[src/rtl/game_phase_sequencer.sv]
// Escape-room game phase sequencer: walks the puzzle phases with inter-phase dwell,
// and tracks a saturating stability score that can end the game early.
module game_phase_sequencer #(
  parameter int NUM_PHASES      = 4,
  parameter int STAB_INIT       = 5,
  parameter int STAB_MAX        = 9,
  parameter int TRANS_CYCLES    = 3,
  parameter bit EVENT_FREEZE    = 1'b1,
  parameter bit TIMER_PER_PHASE = 1'b0
) (
  input  logic                  clk,
  input  logic                  rst_n,
  input  logic                  start_pulse,
  input  logic [NUM_PHASES-1:0] phase_clear,
  input  logic                  time_out,
  input  logic                  puzzle_fail,
  input  logic                  event_fail,
  input  logic                  recover,
  input  logic                  event_active,
  output logic [3:0]            state_id,
  output logic [NUM_PHASES-1:0] phase_onehot,
  output logic [3:0]            stability,
  output logic                  game_enable,
  output logic                  timer_reset,
  output logic                  game_clear,
  output logic                  game_over,
  output logic                  in_transition
);

  localparam int         CNT_W      = (TRANS_CYCLES > 1) ? $clog2(TRANS_CYCLES) : 1;
  localparam logic [3:0] STAB_INIT4 = 4'(STAB_INIT);
  localparam logic [3:0] STAB_MAX4  = 4'(STAB_MAX);
  localparam logic [3:0] LAST_PHASE = 4'(NUM_PHASES);

  typedef enum logic [2:0] {S_IDLE, S_PHASE, S_TRANS, S_CLEAR, S_OVER} state_e;

  state_e           state_q, state_d;
  logic [3:0]       phase_q, phase_d;
  logic [3:0]       stab_q, stab_d;
  logic [CNT_W-1:0] cnt_q, cnt_d;
  logic             timer_q, timer_d;
  logic             fail_only, recover_only, clear_hit;

  // phase_q holds the active phase, and the phase just cleared while dwelling.
  generate
    for (genvar gi = 0; gi < NUM_PHASES; gi++) begin : g_onehot
      assign phase_onehot[gi] = (state_q == S_PHASE) && (phase_q == 4'(gi + 1));
    end
  endgenerate

  assign clear_hit    = |(phase_clear & phase_onehot);
  assign fail_only    = (puzzle_fail | event_fail) & ~recover;
  assign recover_only = recover & ~(puzzle_fail | event_fail);

  always_ff @(posedge clk or negedge rst_n) begin
    if (!rst_n) begin
      state_q <= S_IDLE;
      phase_q <= 4'd0;
      stab_q  <= STAB_INIT4;
      cnt_q   <= '0;
      timer_q <= 1'b0;
    end else begin
      state_q <= state_d;
      phase_q <= phase_d;
      stab_q  <= stab_d;
      cnt_q   <= cnt_d;
      timer_q <= timer_d;
    end
  end

  always_comb begin
    state_d = state_q;
    phase_d = phase_q;
    stab_d  = stab_q;
    cnt_d   = cnt_q;
    timer_d = 1'b0;
    case (state_q)
      S_IDLE: begin
        if (start_pulse) begin
          state_d = S_PHASE;
          phase_d = 4'd1;
          stab_d  = STAB_INIT4;
          timer_d = 1'b1;
        end
      end
      S_PHASE: begin
        if (fail_only && stab_q != 4'd0) begin
          stab_d = stab_q - 4'd1;
        end else if (recover_only && stab_q < STAB_MAX4) begin
          stab_d = stab_q + 4'd1;
        end
        // Losing beats solving when both land in the same cycle.
        if (time_out || (fail_only && stab_q <= 4'd1)) begin
          state_d = S_OVER;
        end else if (clear_hit) begin
          if (phase_q == LAST_PHASE) begin
            state_d = S_CLEAR;
          end else if (TRANS_CYCLES == 0) begin
            phase_d = phase_q + 4'd1;
            timer_d = TIMER_PER_PHASE;
          end else begin
            state_d = S_TRANS;
            cnt_d   = CNT_W'(TRANS_CYCLES - 1);
          end
        end
      end
      S_TRANS: begin
        if (time_out) begin
          state_d = S_OVER;
        end else if (cnt_q == '0) begin
          state_d = S_PHASE;
          phase_d = phase_q + 4'd1;
          timer_d = TIMER_PER_PHASE;
        end else begin
          cnt_d = cnt_q - CNT_W'(1);
        end
      end
      S_CLEAR, S_OVER: begin
        if (start_pulse) begin
          state_d = S_IDLE;
          phase_d = 4'd0;
          stab_d  = STAB_INIT4;
        end
      end
      default: state_d = S_IDLE;
    endcase
  end

  always_comb begin
    state_id = 4'd0;
    case (state_q)
      S_PHASE, S_TRANS: state_id = phase_q;
      S_CLEAR:          state_id = LAST_PHASE + 4'd1;
      S_OVER:           state_id = LAST_PHASE + 4'd2;
      default:          state_id = 4'd0;
    endcase
  end

  assign stability     = stab_q;
  assign game_enable   = (state_q == S_PHASE) && !(EVENT_FREEZE && event_active);
  assign timer_reset   = timer_q;
  assign game_clear    = (state_q == S_CLEAR);
  assign game_over     = (state_q == S_OVER);
  assign in_transition = (state_q == S_TRANS);

endmodule

[config.mk]
export PLATFORM = sky130hd
export DESIGN_NAME = game_phase_sequencer
export DESIGN_NICKNAME = d
export VERILOG_FILES = /design/src/rtl/game_phase_sequencer.sv
export SDC_FILE = /design/constraint.sdc
export NUM_CORES = 1
export LEC_CHECK = 0
export CORE_MARGIN = 2
export CORE_UTILIZATION = 54
export CTS_CLUSTER_DIAMETER = 150
export CTS_CLUSTER_SIZE = 25
export DETAILED_ROUTE_END_ITERATION = 10
export PLACE_DENSITY = 0.88
export SLEW_MARGIN = 25
export SYNTH_ARGS = -nofsm -noshare
export SYNTH_HDL_FRONTEND = slang
export SYNTH_SLANG_ARGS = --single-unit
[constraint.sdc]
create_clock -name clk -period 2.6 [get_ports clk]
set_input_delay 0.65 -clock clk [delete_from_list [all_inputs] [get_ports clk]]
set_output_delay 0.65 -clock clk [all_outputs]
set_load 0.05 [all_outputs]
**Word-level counts from Yosys, hierarchy flattened**

Index checks and enable logic that the tools add are counted.

- Output and inout port bits: 17
- Word-level logic and storage cells: 87
- Register bits: 14

- Reduce and logical (&&, ||, !) cells: 24
- Bitwise gates (word level): 6
- Multiplexer cells: 26
- Order comparisons: 2
- Add/sub/neg operators: 4
- Eq/ne operators: 20

Operators with widths:

| kind | number |
|---|---|
| $mux 4 | 7 |
| $pmux 4 s3 | 2 |
| $mux 3 | 6 |
| $ne 2x2->1 const B | 7 |
| $pmux 3 s4 | 1 |
| $mux 2 | 5 |
| $add 4x1->4 const B | 2 |
| $eq 4x2->1 const B | 2 |
| $logic_and 1x1->1 | 8 |
| $pmux 4 s2 | 1 |
| $eq 3x2->1 const B | 2 |
| $ne 3x2->1 const B | 2 |
| $reduce_and 6->1 | 1 |
| $reduce_and 5->1 | 1 |
| $and 4x4->4 | 1 |
| $eq 4x1->1 const B | 1 |
| $eq 4x3->1 const B | 1 |
| $le 4x1->1 const B | 1 |
| $lt 4x4->1 const B | 1 |
| $ne 2x1->1 const B | 2 |
| $pmux 2 s2 | 1 |
| $reduce_and 4->1 | 1 |
| $reduce_bool 2->1 | 2 |
| $reduce_bool 4->1 | 1 |
| other kinds (18) | 23 |

**Depth between registers and ports, before layout**

- Depth in word-level cells: 7
- Depth in mapped cells: 7
- Depth with buffers taken out: 7

**Least setup slack after synthesis**

Ideal clock, no wire load.

- Path kind: reg-to-output
- Start point: reg state_q[0]
- End point: out state_id[2]
- Required time: 1.950 ns
- Cell stages (with the launch flop): 6
- Buffers on the path: 2
- Setup slack: 0.276 ns
- Data arrival time: 1.674 ns
- Cell sequence: dfrtp_1 buf_2 buf_1 o21a_1 a21oi_1 o21ai_1

- Word-level cells in the longest chain between the ends: 3

RTL lines:

| element | RTL line | text |
|---|---|---|
| start, declared | 37 | `state_e state_q, state_d;` |
| start signal, assigned | 63 | `state_q <= state_d;` |
| $eq 3x2->1 or $eq 3x1->1 (tied branches) | 131 | `case (state_q)` |
| $reduce_or 2->1 | 131 |  |
| $pmux 4 s3 * | 131 |  |
| end, declared | 20 | `output logic [3:0] state_id,` |

Mark *: on every way between the ends. The rest lies on a longest branch, timed or not.

**Worst setup path after layout**

- Start point: reg state_q[2]
- End point: out state_id[3]

Same word-level chain as after synthesis.

==> impl_metrics.tcl <==
set metrics [dict create \
    synth.area.top_cells "dfrtp_1, ha_1, nor2_1, a21oi_1, dfstp_2" \
    root_buffer "clkbuf_4" \
    cts_setup_buffers 0 \
    seqCellArea_um2 353 \
    rsz0062_at_grt "no" \
    die_y_um 52.1 \
    vias 1262 \
    max_stage_delay_ps 500 \
    first_pass_iters 5 \
    cp_slowest_cell "dfrtp_1" \
    path_cells "and2b_1 > nand2b_1 > a21boi_1 > buf_12" \
    worstMarginPinSlew_ps 677 \
    fin_crit_sh_pct 93.4 \
    peakVddDrop_mv 0.880 \
    syn_nets 171 \
    syn_area_per_cell_um2 8.34 \
    synth-edff-count 0 \
    tritoncts "done" \
    period_minus_slack_ps 2430 \
    synthCells 150 \
    clkSlewWorstSetupHoldPaths_ps 90 \
    worstPathRequired_ps 1950 \
    initial_utilization_pct 57.1 \
    cp.arrival_ps 1780 \
    cp_num_buf_inv 1 \
    routed_wl_mm 3.31 \
    grt_first_pass_wirelength_mm 5.44 \
    final_nets 202 \
    cts_resized 0 \
    finalSetupViolCount 0 \
    die_w_um 52.1 \
    drc 0 \
    maxCapViolCount 0 \
    drt-wirelength-per-cell_um 15.9 \
    crit_family "simple AND/OR/NAND/NOR gates" \
    synth_area_um2 1250 \
    worst_clock_skew_ps 2.35 \
    hold_violations 0 \
    ys_ff_latch 14 \
    dp_hpwl_mm 2.52 \
    cp-end-kind "output pin" \
    final_antenna_net_count 0 \
    antenna_found_initial 0 \
    finalMaxSlewViolations 0 \
    cts_buffer_depth 2 \
    grtUsageTotal_pct 27.2 \
    p_leak_nw 0.752 \
    finalSetupTns_ps 0 \
    dr.first_iter.drc_count 53 \
    design.core.area_um2 2190 \
    final_area_um2 1680 \
    status "finished, final reports clean" \
    synth.most_common_cell "nor2_1" \
    rows 17 \
    yosysWarnings 0 \
    synth_cell_type_count 52 \
    crit_type "reg2out" \
    gp_congestion 0.944 \
    yosysTopAreaCell "dfrtp_1" \
    drive_above_1_share_pct 18.3 \
    cts_buffers 3 \
    htreeDepth 1 \
    hold_buffers 0 \
    multi_input_area_um2 800 \
    grt_max_degree 18 \
    cp-start-kind "flop" \
    overflow 0 \
    maxSlewHeadroom_pct 54.7 \
    synth_top_area_share_pct 24.0 \
    hp-class "reg2reg" \
    fillCellCount 152 \
    clk_latency_ps 290 \
    async_flop_share_pct 100 \
    die_area_um2 2720 \
    placed_cell_area_um2 1640 \
    fin_cells 208 \
    synth_common_cells "nor2_1, inv_1, a21oi_1" \
    dp.cells 204 \
    via_per_inst 6.07 \
    synthFlopType "dfrtp_1" \
    power.density_nw_per_um2 1190 \
    yosysSeqAreaShare_pct 28.2 \
    crit_fanout 8 \
    ios 29 \
    cts.sinks 14 \
    port-buffer-count 28 \
    num_antenna_cells 0 \
    synthToLayoutAreaGrowth_pct 34.0 \
    grt_pass1_vias 1204 \
    fmax_mhz 412 \
]
-- routing by layer --
layer,vias to the layer above,GRT usage (%),part of all wire (%)
met5,-,0,0
met4,0,8.12,2.0
met3,13,6.03,6.0
met2,61,49.4,53
met1,595,31.8,39
li1,593,-,-
-- flip-flops by register name, indices dropped and copies added (netlist names) --
name         count
cnt_q            2
phase_q          4
stability        4
state_q          3
timer_reset      1
-- power breakdown --
part	total (mW)	internal, mW	switching, mW
Sequential	0.436	0.305	0.131
Combinational	1.39	0.546	0.845
Clock	0.166	0.0854	0.0808
Total	1.99	0.937	1.06
-- final cells by class --
type                    count  area share [%]
clock buffers               4            2.16
repair buffers             33            23.9
flip-flops and latches     14            21.0
well taps                  28            2.09
inverters                  14            3.13
multi-input cells         115            47.7
-- worst paths after layout --
check | startpoint | end | slack, ps | cells past startpoint
hold / removal | cnt_q[0]$_DFFE_PN0P_ | cnt_q[0]$_DFFE_PN0P_ | 560 | 1
setup reg to reg | stability[0]$_DFFE_PN1P_ | cnt_q[0]$_DFFE_PN0P_ | 590 | 7
hold reg to reg | cnt_q[0]$_DFFE_PN0P_ | cnt_q[0]$_DFFE_PN0P_ | 560 | 1
setup / recovery | state_q[2]$_DFFE_PN0P_ | state_id[3] | 170 | 4
max in group asynchronous | rst_n | timer_reset$_DFF_PN0_ | 1410 | 1
min in group asynchronous | rst_n | state_q[1]$_DFFE_PN0P_ | 760 | 1
-- cell usage in the layout, fill, tap and decap left out, types with 4 or more instances in the layout --
cell type	n
o22ai_1	4
inv_1	14
buf_12	9
ha_1	9
clkdlybuf4s50_1	16
dfrtp_1	12
nand2_1	9
o21ai_0	6
nor3_1	4
buf_4	8
a21oi_1	13
nor2_1	18
o21ai_1	4
-- per-stage QoR --
stage	worst slack [ps]	utilization (%)	hold WS [ps]	total power, mW
after floorplan	276	-	354	1.37
after global placement	375	74.9	522	1.77
after detailed placement	262	74.9	539	1.81
after CTS	164	76.5	560	1.99
after global routing	98.4	76.5	582	2.13
final	172	76.5	562	1.99
-- cells by family (layout without fill, tap and decap cells) --
| kind of cell | count (synthesis) | in the layout | share of synthesized area, % |
|---|---|---|---|
| flops | 14 | 14 | 28.2 |
| simple gates | 55 | 55 | 24.6 |
| buf+inv | 21 | 51 | 7.90 |
| compound gates | 48 | 48 | 28.2 |
| fa+ha+maj | 9 | 9 | 9.00 |
| xor+xnor | 3 | 3 | 2.10 |
-- worst register-to-register path, cell delays in order, from the launching register on --
cell	delay (ps)
dfstp_2	630
inv_1	80
ha_1	270
nor2_1	190
o41ai_2	110
o22ai_1	280
nand2_1	100
a22o_1	240
Power figures use the tool's default switching activity.
